### config.mk
export PLATFORM = sky130hd
export DESIGN_NAME = mem_responder_flat
export DESIGN_NICKNAME = d
export VERILOG_FILES = /design/src/rtl/mem_responder_if.sv /design/src/rtl/mem_responder.sv /design/src/flat_wrapper.sv
export SDC_FILE = /design/constraint.sdc
export NUM_CORES = 2
export LEC_CHECK = 0
export CELL_PAD_IN_SITES_DETAIL_PLACEMENT = 1
export CELL_PAD_IN_SITES_GLOBAL_PLACEMENT = 1
export CORE_AREA = 2 2 363 545
export CTS_CLUSTER_DIAMETER = 150
export DETAILED_ROUTE_END_ITERATION = 7
export DIE_AREA = 0 0 365 547
export PLACE_DENSITY_LB_ADDON = 0.1
export SLEW_MARGIN = 5
export SYNTH_ARGS = -nofsm -noshare
export SYNTH_HDL_FRONTEND = slang
export SYNTH_SLANG_ARGS = --single-unit
### constraint.sdc
create_clock -name i_clk -period 3.11 [get_ports i_clk]
set_input_delay 0.7775 -clock i_clk [delete_from_list [all_inputs] [get_ports i_clk]]
set_output_delay 0.7775 -clock i_clk [all_outputs]
set_load 0.02 [all_outputs]
### src/rtl/mem_responder_if.sv
// Request/response handshake bundle between a load/store initiator and mem_responder.
// The initiator uses the master modport, the responder the slave modport.
interface mem_responder_if #(
    parameter int DATA_W = 64
);
    logic              req_valid;
    logic              req_ready;
    logic              req_write;
    logic [63:0]       req_addr;
    logic [DATA_W-1:0] req_wdata;
    logic              rsp_valid;
    logic              rsp_ready;
    logic [DATA_W-1:0] rsp_rdata;
    logic              rsp_err;

    modport master (
        output req_valid, req_write, req_addr, req_wdata, rsp_ready,
        input  req_ready, rsp_valid, rsp_rdata, rsp_err
    );

    modport slave (
        input  req_valid, req_write, req_addr, req_wdata, rsp_ready,
        output req_ready, rsp_valid, rsp_rdata, rsp_err
    );
endinterface

### src/rtl/mem_responder.sv
// Handshaked single-outstanding data-memory responder with fixed wait states.
// Define MEM_RESPONDER_ERR_EN to flag (and suppress) accesses at or above DEPTH.
module mem_responder #(
    parameter int DATA_W  = 64,
    parameter int DEPTH   = 32,
    parameter int LATENCY = 2
) (
    input  logic           i_clk,
    input  logic           i_rst_n,
    mem_responder_if.slave bus
);
    localparam int          IDX_W    = $clog2(DEPTH);
    localparam logic [3:0]  CNT_INIT = 4'(LATENCY);

    typedef enum logic [1:0] {
        S_IDLE,
        S_WAIT,
        S_RESP
    } state_t;

    state_t              r_state;
    logic [3:0]          r_cnt;
    logic                r_req_ready;
    logic                r_rsp_valid;
    logic [DATA_W-1:0]   r_rsp_rdata;
    logic                r_rsp_err;
    logic                r_write;
    logic [63:0]         r_addr;
    logic [DATA_W-1:0]   r_wdata;
    logic [DATA_W-1:0]   r_mem [DEPTH];

    logic [IDX_W-1:0]    w_idx;
    logic                w_addr_oor;
    logic                w_err;

    assign w_idx      = r_addr[IDX_W-1:0];
    assign w_addr_oor = |r_addr[63:IDX_W];

`ifdef MEM_RESPONDER_ERR_EN
    assign w_err = w_addr_oor;
`else
    logic w_unused_addr;
    assign w_unused_addr = w_addr_oor;
    assign w_err         = 1'b0;
`endif

    assign bus.req_ready = r_req_ready;
    assign bus.rsp_valid = r_rsp_valid;
    assign bus.rsp_rdata = r_rsp_rdata;
    assign bus.rsp_err   = r_rsp_err;

    // The counter is loaded with LATENCY and the access happens on the edge after it
    // reaches zero, so RSP_VALID rises LATENCY+1 edges after the accept edge.
    // NOTE: every register here, state and memory alike, uses non-blocking assignment.
    always_ff @(posedge i_clk or negedge i_rst_n) begin
        if (!i_rst_n) begin
            r_state     <= S_IDLE;
            r_cnt       <= '0;
            r_req_ready <= 1'b0;
            r_rsp_valid <= 1'b0;
            r_rsp_rdata <= '0;
            r_rsp_err   <= 1'b0;
            r_write     <= 1'b0;
            r_addr      <= '0;
            r_wdata     <= '0;
            // NOTE: the memory array is cleared by reset, so it maps to flops, not a RAM macro.
            for (int i = 0; i < DEPTH; i++) begin
                r_mem[i] <= '0;
            end
        end else begin
            case (r_state)
                S_IDLE: begin
                    if (bus.req_valid && r_req_ready) begin
                        r_write     <= bus.req_write;
                        r_addr      <= bus.req_addr;
                        r_wdata     <= bus.req_wdata;
                        r_cnt       <= CNT_INIT;
                        r_req_ready <= 1'b0;
                        r_state     <= S_WAIT;
                    end else begin
                        r_req_ready <= 1'b1;
                    end
                end
                S_WAIT: begin
                    if (r_cnt == 4'd0) begin
                        if (r_write) begin
                            if (!w_err) begin
                                r_mem[w_idx] <= r_wdata;
                            end
                            r_rsp_rdata <= '0;
                        end else begin
                            r_rsp_rdata <= w_err ? '0 : r_mem[w_idx];
                        end
                        r_rsp_err   <= w_err;
                        r_rsp_valid <= 1'b1;
                        r_state     <= S_RESP;
                    end else begin
                        r_cnt <= r_cnt - 4'd1;
                    end
                end
                S_RESP: begin
                    if (bus.rsp_ready) begin
                        r_rsp_valid <= 1'b0;
                        r_req_ready <= 1'b1;
                        r_state     <= S_IDLE;
                    end
                end
                default: begin
                    r_state <= S_IDLE;
                end
            endcase
        end
    end
endmodule

### src/flat_wrapper.sv
// flat-port wrapper written by rule: the top's interface ports become plain ports
module mem_responder_flat 
#(
    parameter int DATA_W  = 64,
    parameter int DEPTH   = 32,
    parameter int LATENCY = 2
)
  (i_clk, i_rst_n, bus_req_valid, bus_req_write, bus_req_addr, bus_req_wdata, bus_rsp_ready, bus_req_ready, bus_rsp_valid, bus_rsp_rdata, bus_rsp_err);
  mem_responder_if #(.DATA_W(DATA_W)) bus_i ();
  input  logic i_clk;
  input  logic i_rst_n;
  input wire logic [$bits(bus_i.req_valid)-1:0] bus_req_valid;
  input wire logic [$bits(bus_i.req_write)-1:0] bus_req_write;
  input wire logic [$bits(bus_i.req_addr)-1:0] bus_req_addr;
  input wire logic [$bits(bus_i.req_wdata)-1:0] bus_req_wdata;
  input wire logic [$bits(bus_i.rsp_ready)-1:0] bus_rsp_ready;
  output wire logic [$bits(bus_i.req_ready)-1:0] bus_req_ready;
  output wire logic [$bits(bus_i.rsp_valid)-1:0] bus_rsp_valid;
  output wire logic [$bits(bus_i.rsp_rdata)-1:0] bus_rsp_rdata;
  output wire logic [$bits(bus_i.rsp_err)-1:0] bus_rsp_err;
  assign bus_i.req_valid = bus_req_valid;
  assign bus_i.req_write = bus_req_write;
  assign bus_i.req_addr = bus_req_addr;
  assign bus_i.req_wdata = bus_req_wdata;
  assign bus_i.rsp_ready = bus_rsp_ready;
  assign bus_req_ready = bus_i.req_ready;
  assign bus_rsp_valid = bus_i.rsp_valid;
  assign bus_rsp_rdata = bus_i.rsp_rdata;
  assign bus_rsp_err = bus_i.rsp_err;
  mem_responder #(.DATA_W(DATA_W), .DEPTH(DEPTH), .LATENCY(LATENCY)) u_core (.i_clk(i_clk), .i_rst_n(i_rst_n), .bus(bus_i));
endmodule
==> impl_metrics.csv <==
group,metric,value,unit
status,run_status,"completed",
layout,drive_above_1_share,0.403,
worst_setup_path,r2r-end,"u_core.r_mem[1257]$_DFFE_PN0P_",
worst_setup_path,r2r_cells,9,
sta,slew_violations,0,
clock_tree,cts_buffers,218,
sta,period_needed,2960,ps
synthesis,synth-simple-area-share,0.0161,
worst_setup_path,crit_fanout,36,
worst_setup_path,required,3850,ps
route,drt-pass1-iter-count,5,
sta,fin_crit_sh,0.953,
sta,max_slew_margin,0.177,
clock_tree,cts_max_path_buffers,4,
route,antenna_left,0,
power_and_ir_drop,clkPwrFrac,0.309,
die,initial_core_util,0.498,
die,die_area,200000,µm²
sta,setup_violations,0,
worst_setup_path,arrival,3700,ps
power_and_ir_drop,p_int,57.8,mW
grt,antenna_found_initial,7,
place,place.gp.congestion,0.778,
route,vias,59493,
synthesis,synth_fa_ha_area_frac,0.000257,
worst_setup_path,crit_family,"simple AND/OR/NAND/NOR gates",
min_path,worstHoldStart,"u_core.r_mem[1469]$_DFFE_PN0P_",
worst_setup_path,regToRegStartpoint,"u_core.r_cnt[0]$_DFFE_PN0P_",
clock_tree,cts_root_buf,"clkbuf_16",
grt,grt_pass1_wl,435000,µm
worst_setup_path,cpPeakStageDelay,510,ps
clock_tree,clock_latency,880,ps
min_path,hold_depth,1,
synthesis,synth-compound-area-share,0.0390,
sta,fin_setup_tns,0,ps
power_and_ir_drop,peakVddDrop,0.666,mV
route,drc,0,
worst_setup_path,crit_buf_inv,3,
worst_setup_path,path_cells,"inv_1 > ha_1 > nor3b_2 > nand2_4 > or4b_1 > buf_4 > nor2_4 > buf_12 > mux2_2",
route,routed_wl,292000,µm
synthesis,synth_top_family_by_area,"multiplexers",
layout,fin_area,111000,µm²
worst_setup_path,critPathCaptureType,"flip-flop",
synthesis,ys_ff_latch,2190,
die,coreArea,195000,µm²
place,placed_area,104000,µm²
layout,post-route-util,0.570,
run,drv_cap,0,
grt,overflow,0,
place,dpl.hpwl,170000,µm
power_and_ir_drop,switching_share,0.327,
sta,final.setup_skew,48.2,ps
synthesis,yosysWarnings,0,
synthesis,synth.area.mux_share,0.351,
clock_tree,cts_tree,"done",
synthesis,seq_area_frac_synth,0.564,
die,pin_count,200,
layout,synthToLayoutAreaGrowth,14.6,%
worst_setup_path,cp_slowest_cell,"or4b_1",
grt,track_usage,0.293,
min_path,min_to,"u_core.r_mem[1469]$_DFFE_PN0P_",
place,preCtsSetupSlack,142,ps
synthesis,avgSynthCellArea,14.2,µm²
route,post_drt_wl_per_cell,30.1,µm
die,die_y,547,µm
min_path,hold_class,"flip-flop to flip-flop",
sta,max_freq,337,MHz
sta,rsz0062_at_grt,"no",
clock_tree,clock-sinks,2190,
layout,nets,7063,
power_and_ir_drop,p_comb_frac,0.232,
power_and_ir_drop,leakage,54.4,nW
worst_setup_path,path_class,"flip-flop to flip-flop",
synthesis,synth.cell_area,97200,µm²
route,drt_iter0_drc,3493,
worst_setup_path,r2r_slack,150,ps
place,port_buffers,139,
sta,finalHoldViolCount,0,
power_and_ir_drop,power,85.8,mW
die,die_x,365,µm
synthesis,synth-xor-area-share,0.000180,
layout,fill_cells,18378,
power_and_ir_drop,switching_power,28.0,mW
grt,grt_max_degree,127,
grt,grt_pass1_vias,65283,
worst_setup_path,startpoint_type,"flip-flop",
synthesis,synth_cells,6844,
synthesis,syn_nets,6979,
sta,timing.final.ws_setup,146,ps
clock_tree,cts.reportedPaths.clkPinSlew,60,ps
synthesis,synth.distinct_cells,40,
clock_tree,cts_htree_levels,4,
power_and_ir_drop,power.density,771,nW/µm²
die,num_rows,199,
power_and_ir_drop,seqPwrFrac,0.458,
route,vias_per_cell,6.13,
sta,tightest_slew,1240,ps
## cells in the final DEF, fill, tap and decap left out, types with 61 or more instances in the layout
master           instances
dfrtp_1               2189
mux2i_1               1024
nand2_1                 72
o22ai_1                512
buf_4                  204
mux2_2                2114
clkbuf_16              221
clkbuf_8                61
a22o_1                  64
clkdlybuf4s50_1        138
nor4_1                 127
buf_12                 166
## worst max path at each step
stage	to	start	cells after the start
finish	u_core.r_mem[1257]$_DFFE_PN0P_	u_core.r_cnt[0]$_DFFE_PN0P_	9
global placement	u_core.bus.rsp_rdata[12]$_DFFE_PN0P_	u_core.r_addr[0]$_DFFE_PN0P_	8
floorplan	u_core.r_mem[1000]$_DFFE_PN0P_	u_core.r_cnt[0]$_DFFE_PN0P_	9
global route	u_core.r_mem[509]$_DFFE_PN0P_	u_core.r_cnt[0]$_DFFE_PN0P_	10
CTS	u_core.r_mem[1465]$_DFFE_PN0P_	u_core.r_cnt[0]$_DFFE_PN0P_	8
detailed placement	u_core.r_mem[1457]$_DFFE_PN0P_	u_core.r_cnt[0]$_DFFE_PN0P_	8
## repair_timing
| item | CTS | global route |
|---|---|---|
| endpoints found under the setup margin | 0 | 4 |
| resized for setup | 0 | 2 |
| buffers inserted | 0 | 5 |
| hold buffers | 1 | 0 |
| endpoints found under the hold margin | 26 | 0 |
## synth_stat cells
master | count | area, µm²
dfrtp_1 | 2190 | 54800
mux2_2 | 2114 | 23800
mux2i_1 | 1024 | 10200
o22ai_1 | 512 | 3200
clkbuf_1 | 409 | 1540
buf_2 | 130 | 651
nor4_1 | 128 | 801
nand2_1 | 74 | 278
a22o_1 | 64 | 561
buf_1 | 58 | 218
buf_4 | 25 | 188
buf_6 | 24 | 270
nor2_1 | 23 | 86.3
nor2_2 | 7 | 43.8
nand4bb_1 | 6 | 67.6
nand4b_1 | 5 | 43.8
mux2_1 | 4 | 45.0
nand2b_1 | 4 | 25.0
nand3_1 | 4 | 20.0
or4b_2 | 4 | 40.0
a21oi_1 | 3 | 15.0
inv_1 | 3 | 11.3
nand4_1 | 3 | 18.8
nor2b_1 | 3 | 18.8
nor3_1 | 3 | 15.0
ha_1 | 2 | 25.0
nand3b_1 | 2 | 15.0
nor3_2 | 2 | 20.0
o21ai_0 | 2 | 10.0
xor2_1 | 2 | 17.5
a31oi_1 | 1 | 6.26
and2_1 | 1 | 6.26
and2b_1 | 1 | 7.51
and4b_1 | 1 | 10.0
conb_1 | 1 | 3.75
nor3_4 | 1 | 16.3
nor3b_2 | 1 | 12.5
or3_1 | 1 | 6.26
or4_1 | 1 | 7.51
or4b_1 | 1 | 10.0
## flip-flops by register name, indices dropped and copies added, names as in the netlist
name / count
u_core.r_mem: 2048
u_core.bus.rsp_rdata: 64
u_core.r_wdata: 64
u_core.r_addr: 5
u_core.r_cnt: 4
u_core.r_state: 2
u_core.bus.req_ready: 1
u_core.bus.rsp_valid: 1
u_core.r_write: 1
## power groups by stage
| stage | clock, mW | combinational (mW) | sequential (mW) |
|---|---|---|---|
| finish | 26.5 | 19.9 | 39.3 |
| global route | 28.2 | 21.0 | 40.1 |
| CTS | 27.1 | 20.1 | 39.2 |
| detailed placement | 0 | 19.9 | 39.7 |
| global placement | 0 | 19.5 | 39.1 |
| floorplan | 0 | 15.2 | 35.5 |
## layer usage
| metal | vias to the layer above | wire length (µm) | GRT usage | share of wire |
|---|---|---|---|---|
| li1 | 25218 | - | - | - |
| met1 | 32539 | 122000 | 0.382 | 0.42 |
| met2 | 1187 | 148000 | 0.505 | 0.51 |
| met3 | 549 | 10600 | 0.0335 | 0.036 |
| met4 | 0 | 11000 | 0.102 | 0.038 |
| met5 | - | 0 | 0 | 0 |
## per-stage QoR
stage          hold slack (ps)  cells
2_1_floorplan              457   6844
3_3_place_gp               467   9315
3_5_place_dp               483   9315
4_1_cts                    457   9694
5_1_grt                    484   9701
6_report                   502   9701
## cells by family after synthesis
family / after synthesis
AOI/OAI and AO/OA: 582
xor gates and xnor gates: 2
adders and majority gates: 2
buffers and inverters: 649
DFF: 2190
muxes: 3142
other: 1
and+or+nand+nor: 276
## area by class of cell
type                       instances  area (µm²)  area share
clock buffer                     339        6580      0.0591
clock inverter                    39         523     0.00470
timing repair buffer             510        6270      0.0563
multi-input combinational       4005       39900       0.358
tap                             2613        3270      0.0294
sequential                      2190       54800       0.492
inverter                           3        11.3    0.000101
antenna                            2        5.00   0.0000450
Note: power is estimated with default switching activity, not from simulation.
